===== src/rtl/hazard_pkg.sv =====
// Shared definitions for the pipeline hazard controller: forwarding select
// encodings, the shadow-stage record and the register-match helper.
package hazard_pkg;

  localparam logic [1:0] FWD_RF    = 2'b00;
  localparam logic [1:0] FWD_E_WB  = 2'b01;
  localparam logic [1:0] FWD_E_MEM = 2'b10;
  localparam logic [1:0] FWD_D_MEM = 2'b01;
  localparam logic [1:0] FWD_D_WB  = 2'b10;

  typedef struct packed {
    logic [4:0] writeReg;
    logic       regWrite;
    logic       mem2Reg;
  } stage_info_t;

  localparam int STAGE_W = $bits(stage_info_t);

  // Register $0 is hard-wired to zero, so a write to it never produces a value.
  function automatic logic reg_match(input logic [4:0] x, input stage_info_t s);
    return s.regWrite && (s.writeReg != 5'd0) && (s.writeReg == x);
  endfunction

endpackage


===== src/rtl/hazard_stage_reg.sv =====
// One shadow pipeline stage: a resettable register that loads zero when a
// bubble is inserted.
module hazard_stage_reg #(
  parameter int W = 7
) (
  input  logic         clk,
  input  logic         rst,
  input  logic         bubble,
  input  logic [W-1:0] d,
  output logic [W-1:0] q
);

  logic [W-1:0] state_d;
  logic [W-1:0] state_q;

  // Next stage contents: a bubble clears every field.
  always_comb begin
    state_d = {W{1'b0}};
    if (bubble) begin
      state_d = {W{1'b0}};
    end else begin
      state_d = d;
    end
  end

  // Stage register.
  always_ff @(posedge clk or posedge rst) begin
    if (rst) begin
      state_q <= {W{1'b0}};
    end else begin
      state_q <= state_d;
    end
  end

  assign q = state_q;

endmodule


===== src/rtl/hazard_unit.sv =====
// Hazard controller: forwarding selects, load-use / branch stalls, IF/ID
// flush, and a saturating stall-cycle counter, driven from shadow E/M/W state.
module hazard_unit
  import hazard_pkg::*;
#(
  parameter int CNT_W = 16
) (
  input  logic             clk,
  input  logic             rst,
  input  logic [4:0]       rsD,
  input  logic [4:0]       rtD,
  input  logic [4:0]       writeRegD,
  input  logic             regWriteD,
  input  logic             mem2RegD,
  input  logic             branchD,
  input  logic             eq,
  output logic [1:0]       fad,
  output logic [1:0]       fbd,
  output logic [1:0]       fae,
  output logic [1:0]       fbe,
  output logic             stall,
  output logic             flushE,
  output logic             flush,
  output logic [CNT_W-1:0] stallCount
);

  localparam int E_W = 10 + STAGE_W;

  stage_info_t        info_d, info_e, info_m, info_w;
  logic [E_W-1:0]     e_d, e_q;
  logic [STAGE_W-1:0] m_q, w_q;
  logic [4:0]         rs_e, rt_e;
  logic               lw_stall, br_stall;
  logic [CNT_W-1:0]   stall_count_d, stall_count_q;

  assign info_d = {writeRegD, regWriteD, mem2RegD};
  assign e_d    = {rsD, rtD, info_d};

  hazard_stage_reg #(.W(E_W)) u_stage_e (
    .clk(clk), .rst(rst), .bubble(flushE), .d(e_d), .q(e_q)
  );
  hazard_stage_reg #(.W(STAGE_W)) u_stage_m (
    .clk(clk), .rst(rst), .bubble(1'b0), .d(e_q[STAGE_W-1:0]), .q(m_q)
  );
  hazard_stage_reg #(.W(STAGE_W)) u_stage_w (
    .clk(clk), .rst(rst), .bubble(1'b0), .d(m_q), .q(w_q)
  );

  assign info_e = stage_info_t'(e_q[STAGE_W-1:0]);
  assign info_m = stage_info_t'(m_q);
  assign info_w = stage_info_t'(w_q);
  assign rs_e   = e_q[E_W-1 -: 5];
  assign rt_e   = e_q[E_W-6 -: 5];

  // Forwarding selects, stall and flush decisions.
  always_comb begin
    fae = FWD_RF;
    fbe = FWD_RF;
    fad = FWD_RF;
    fbd = FWD_RF;

    if (reg_match(rs_e, info_m))      fae = FWD_E_MEM;
    else if (reg_match(rs_e, info_w)) fae = FWD_E_WB;
    else                              fae = FWD_RF;

    if (reg_match(rt_e, info_m))      fbe = FWD_E_MEM;
    else if (reg_match(rt_e, info_w)) fbe = FWD_E_WB;
    else                              fbe = FWD_RF;

    // A load in MEM has no data yet; the branch stall covers that case.
    if (reg_match(rsD, info_m) && !info_m.mem2Reg) fad = FWD_D_MEM;
    else if (reg_match(rsD, info_w))               fad = FWD_D_WB;
    else                                           fad = FWD_RF;

    if (reg_match(rtD, info_m) && !info_m.mem2Reg) fbd = FWD_D_MEM;
    else if (reg_match(rtD, info_w))               fbd = FWD_D_WB;
    else                                           fbd = FWD_RF;

    lw_stall = info_e.mem2Reg && (reg_match(rsD, info_e) || reg_match(rtD, info_e));
    br_stall = branchD && (reg_match(rsD, info_e) || reg_match(rtD, info_e) ||
               (info_m.mem2Reg && (reg_match(rsD, info_m) || reg_match(rtD, info_m))));

    stall  = lw_stall || br_stall;
    flushE = stall;
    flush  = branchD && eq && !stall;
  end

  // Saturating stall-cycle counter next value.
  always_comb begin
    stall_count_d = stall_count_q;
    if (stall && (stall_count_q != {CNT_W{1'b1}})) begin
      stall_count_d = stall_count_q + {{(CNT_W-1){1'b0}}, 1'b1};
    end else begin
      stall_count_d = stall_count_q;
    end
  end

  // Stall-cycle counter register.
  always_ff @(posedge clk or posedge rst) begin
    if (rst) begin
      stall_count_q <= {CNT_W{1'b0}};
    end else begin
      stall_count_q <= stall_count_d;
    end
  end

  assign stallCount = stall_count_q;

endmodule


===== config.mk =====
export PLATFORM = sky130hd
export DESIGN_NAME = hazard_unit
export DESIGN_NICKNAME = d
export VERILOG_FILES = /design/src/rtl/hazard_pkg.sv /design/src/rtl/hazard_stage_reg.sv /design/src/rtl/hazard_unit.sv
export SDC_FILE = /design/constraint.sdc
export NUM_CORES = 1
export LEC_CHECK = 0
export CAP_MARGIN = 20
export CORE_MARGIN = 2
export CORE_UTILIZATION = 50
export CTS_BUF_LIST = sky130_fd_sc_hd__clkbuf_4 sky130_fd_sc_hd__clkbuf_8 sky130_fd_sc_hd__clkbuf_16
export DETAILED_ROUTE_END_ITERATION = 16
export GPL_TIMING_DRIVEN = 0
export HOLD_SLACK_MARGIN = 0.03
export PLACE_DENSITY = 0.89
export SYNTH_ARGS = -nofsm -noshare
export SYNTH_HDL_FRONTEND = slang
export SYNTH_SLANG_ARGS = --single-unit

===== constraint.sdc =====
create_clock -name clk -period 6 [get_ports clk]
set_clock_uncertainty 0.05 [all_clocks]
set_input_delay 0.9 -clock clk [delete_from_list [all_inputs] [get_ports clk]]
set_output_delay 0.9 -clock clk [all_outputs]
set_load 0.005 [all_outputs]

; Word-level counts from Yosys, hierarchy flattened
; Cells that the tools add are included.
[totals]
ff_bits = 47
latch_bits = 0
ram_bits = 0
rom_bits = 0
out_inout_bits = 27
wordCells = 55
memories = 0
[op_classes]
add_sub_neg = 1
multipliers = 0
div = 0
n_lt_le_gt_ge = 0
eq_ne = 11
shift = 0
n_mux = 9
bitwise = 0
reduce_logical = 30
[op_table]
columns = op, count
row1 = $eq 5x5->1, 10
row2 = $logic_and 1x1->1, 21
row3 = $mux 17, 1
row4 = $add 16x1->16 const B, 1
row5 = $ne 16x16->1 const B, 1
row6 = $reduce_bool 5->1, 3
row7 = $mux 2, 6
row8 = $logic_or 1x1->1, 4
row9 = $logic_not 1->1, 2
row10 = $mux 1, 2

; Logic depth before layout (Yosys ltp)
[depth]
depth_word = 10
depth_mapped = 10
mapped_depth_nobuf = 8

; Modules after synthesis
; From an unflattened synthesis, not the netlist that was laid out.
[hier_totals]
cells_unflattened = 229
area_unflattened_um2 = 2498.6
[by_module_without_submodules]
columns = module, instances, cells_per_inst, area_each_um2, seq_area_each_um2
row1 = hazard_unit, 1, 163, 1488.9, 400.4
row2 = hazard_stage_reg (u_stage_e), 1, 36, 564.3, 425.4
row3 = hazard_stage_reg (u_stage_m ...), 2, 15, 222.7, 175.2

; Worst setup path after synthesis
; No wires, ideal clock.
[synth_path]
path_kind = input port to output port
from = in rsD[3]
to = out stall
arrival_time_ns = 2.124
setup_slack_ns = 2.926
stages = 9
n_path_buf = 3
cell_sequence = xor2_1 nor3_2 nand3_1 a211oi_2 nor2_2 buf_6 buf_2 inv_1 buf_4
[synth_between]
elab_chain_len = 7
word_cells_on_any_way = 11
[synth_rtl]
columns = item, line_no
row1 = from (decl), hazard_unit.sv:10  ; input logic [4:0] rsD,
row2 = $eq 5x5->1, hazard_pkg.sv:21  ; return s.regWrite && (s.writeReg != 5'd0) && (s.writeReg == x);
row3 = $logic_and 1x1->1, hazard_pkg.sv:21
row4 = $logic_or 1x1->1, hazard_unit.sv:81  ; (info_m.mem2Reg && (reg_match(rsD, info_m) || reg_match(rtD, info_m))));
row5 = $logic_and 1x1->1, hazard_unit.sv:81
row6 = $logic_or 1x1->1, hazard_unit.sv:80  ; br_stall = branchD && (reg_match(rsD, info_e) || reg_match(rtD, info_e) ||
row7 = $logic_and 1x1->1, hazard_unit.sv:80
row8 = $logic_or 1x1->1 (*), hazard_unit.sv:83  ; stall = lw_stall || br_stall;
row9 = to (decl), hazard_unit.sv:21  ; output logic stall,
; Mark *: on every way between the ends. The rest lies on a longest branch, timed or not.

; Final worst setup path
; Same ends and word-level chain as after synthesis.

==> reports/results.txt <==
Initial core utilization: 51.01%
Post-DP HPWL: 3759 um
Vias/cell: 5.169
Total gr overflow: 0
Die width: 72.96 um
Number of synthesized register bits: 46
P&R area growth vs syn: 27.79%
Leak: 1.301 nW
Most frequent cells in the layout: xor2_1 (48), clkdlybuf4s50_1 (47), dfrtp_1 (46)
EDFF count, synth: 0
Drt first pass iters: 4
DR DRC count: 0
Syn avg cell area: 10.76 um2
Max Buffers Root-to-Sink: 2
Peak Freq: 230.9 MHz
Max FO, Critical Path: 10
Register area share after synthesis: 48.42%
Worst hold path endpoint: u_stage_w.q[2]
Dpl ws: 1.666 ns
Root buffer cell: clkbuf_8
Worst path cell trace: clkdlybuf4s50_1 > xor2_1 > nor3_2 > nand3_1 > a211oi_2 > nor2_2 > buf_6 > buf_2 > inv_1 > buf_4 > clkdlybuf4s50_1
R2R Path End: stallCount[15]
H-Tree Depth: 2
N_diodes: 0
Status: complete, no violations
Reg2Reg Setup Slack: 3.71 ns
Clk sink count: 46
Instance count on the critical path: 11
CP delay by family, top: buffers and inverters
Synth Cell Area: 0.002377 mm2
Cell variety after synth: 32
FF-to-FF path depth: 7
DRT antenna net count: 0
WL/cell: 15.00 um
Layout cells sized above 1: 10.11%
Asr flop ratio synth: 100.0%
Chip Height: 72.96 um
Gr usage total: 20.51%
I/O Buffers: 47
Max IR drop VDD: 0.1667 mV
Worst-path clk slew: 0.08 ns
DRT iter0 DRCs: 142
Synthesized net count: 243
Required @ worst endpoint: 5.05 ns
Cell area power density: 225.3 mW/mm2
Synthesis Warnings: 0
Top_reg_cell synth: dfrtp_1
Max Cap Viol: 0
Slowest-stage cell, CP: clkdlybuf4s50_1
CP peak stage delay: 0.53 ns
Endpoints failing hold: 0
I/O pins: 48
Vias in the first global route: 1,694
Hold_buf cts: 0
Worst path arrival time: 3.38 ns
Fin crit period: 4.332 ns
CORE AREA: 0.004661 mm2
Via count: 1,711
Routability cong.: 0.8422
Max_slew headroom: 66.40%
Filler Cells Inserted: 359
Max-slew violation count: 0
Pin count of the biggest net entering global routing: 26
Setup violations, final: 0
Antenna violations before repair: 0
Die ar.: 0.005322 mm2
DRT Wirelength: 4966 um
Nets: 298
Min-delay src: u_stage_m.q[2]
Worst r2r src: u_stage_m.q[3]
CP dominant cell by count: clkdlybuf4s50_1
Final period util: 72.19%
Setup Buffers After CTS: 0
Clock Latency Late Sink: 0.30 ns
HP Class: reg -> reg
Worst-margin pin slew: 0.5033 ns
Synth Instances: 221
# rows: 25
PostCTS Resize Cnt: 0
CP Launch Type: input port
Commonest non-fill, non-tap cell in the layout: xor2_1
CP Capture Type: primary output
Setup TNS: 0 ns
Final setup margin: 1.668 ns
Buf/Inv on CP: 6
WS Path Type: in -> out
First-pass GRT wire length: 8169 um
TritonCTS Buffers: 5
Hold depth: 0
TritonCTS clock tree: yes
RSZ-0062 raised after global routing: no
## synthesized netlist by cell type (3+ instances only)
master    number  area (um2)
nand4_1        4       25.02
nor4_1         6       37.54
or4_1          6       45.04
o21ai_0        3       15.01
inv_1          3       11.26
dfrtp_1       46        1151
and3_1         4       25.02
clkbuf_1       5       18.77
buf_2          7       35.03
and2_1        17       106.4
nand2_1       10       37.54
nor2_1         9       33.78
xnor2_1       15       131.4
nand3_1       12       60.06
nor3_1         9       45.04
xor2_1        48       420.4
## kinds of logic (layout without fill, tap and decap cells)
kind of cell | count (synthesis) | after routing | share of synthesized area, %
simple gates | 84 | 84 | 20.32
xor+xnor | 63 | 63 | 23.21
flops | 46 | 46 | 48.42
buf+inv | 17 | 73 | 3.526
compound gates | 7 | 7 | 2.421
mux | 3 | 3 | 1.579
fa+ha+maj | 1 | 1 | 0.5262
## worst max path at each step
stage	to	slack, ns	start
6_report	stall	1.67	rsD[3]
5_1_grt	stall	1.54	rsD[3]
4_1_cts	stall	1.67	rsD[3]
3_5_place_dp	stall	1.67	rsD[3]
3_3_place_gp	stall	1.70	rsD[3]
2_1_floorplan	stall	2.93	rsD[3]
## worst reg2reg max path, delay by kind of cell, from the launching register on
| kind | cells | cell delay (ns) |
|---|---|---|
| AOI/OAI and AO/OA | 3 | 0.69 |
| buffers and inverters | 1 | 0.18 |
| and+or+nand+nor | 2 | 0.69 |
| DFF | 1 | 0.39 |
| xor gates and xnor gates | 1 | 0.17 |
## stage by stage
stage / instance area [um2] / hold slack (ns) / instances / power [mW] / utilization (%)
after floorplan: 2377 / 0.2987 / 221 / 0.4293 / -
after global placement: 2915 / 0.3042 / 322 / 0.4835 / 62.55
after detailed placement: 2943 / 0.3056 / 323 / 0.4911 / 63.14
after CTS: 3038 / 0.3188 / 331 / 0.6884 / 65.18
after global routing: 3038 / 0.3255 / 331 / 0.7147 / 65.18
final: 3038 / 0.3222 / 331 / 0.6845 / 65.18
## flip-flops by register name, summed over array words and instances (netlist names)
name	cells
stallCount	16
u_stage_e.q	17
u_stage_m.q	7
u_stage_w.q	6
## power by group
group          leakage [nW]  internal [mW]  total (mW)  switching [mW]
Clock                0.0517         0.0975       0.198           0.101
Combinational         0.677         0.0710       0.129          0.0580
Sequential            0.572          0.333       0.357          0.0241
## cell type report
class | count | area, um2 | share of cell area (%)
plain buffers | 14 | 72.57 | 2.389
flip-flops and latches | 46 | 1151 | 37.89
well taps | 54 | 67.56 | 2.224
repair buffers | 48 | 498.0 | 16.39
clock inverters | 1 | 5.005 | 0.1647
inverters | 3 | 11.26 | 0.3707
multi-input cells | 158 | 1142 | 37.60
clock buffers | 7 | 90.09 | 2.965
## routing by layer
| metal | part of all wire [%] | routed length [um] | up-vias | track usage, % |
|---|---|---|---|---|
| met1 | 45 | 2249 | 810 | 27.84 |
| met3 | 3.6 | 180 | 8 | 4.282 |
| met4 | 2.0 | 97 | 0 | 7.613 |
| li1 | - | - | 843 | - |
| met2 | 49 | 2439 | 50 | 32.63 |
| met5 | 0 | 0 | - | 0 |
Power figures use the tool's default switching activity.
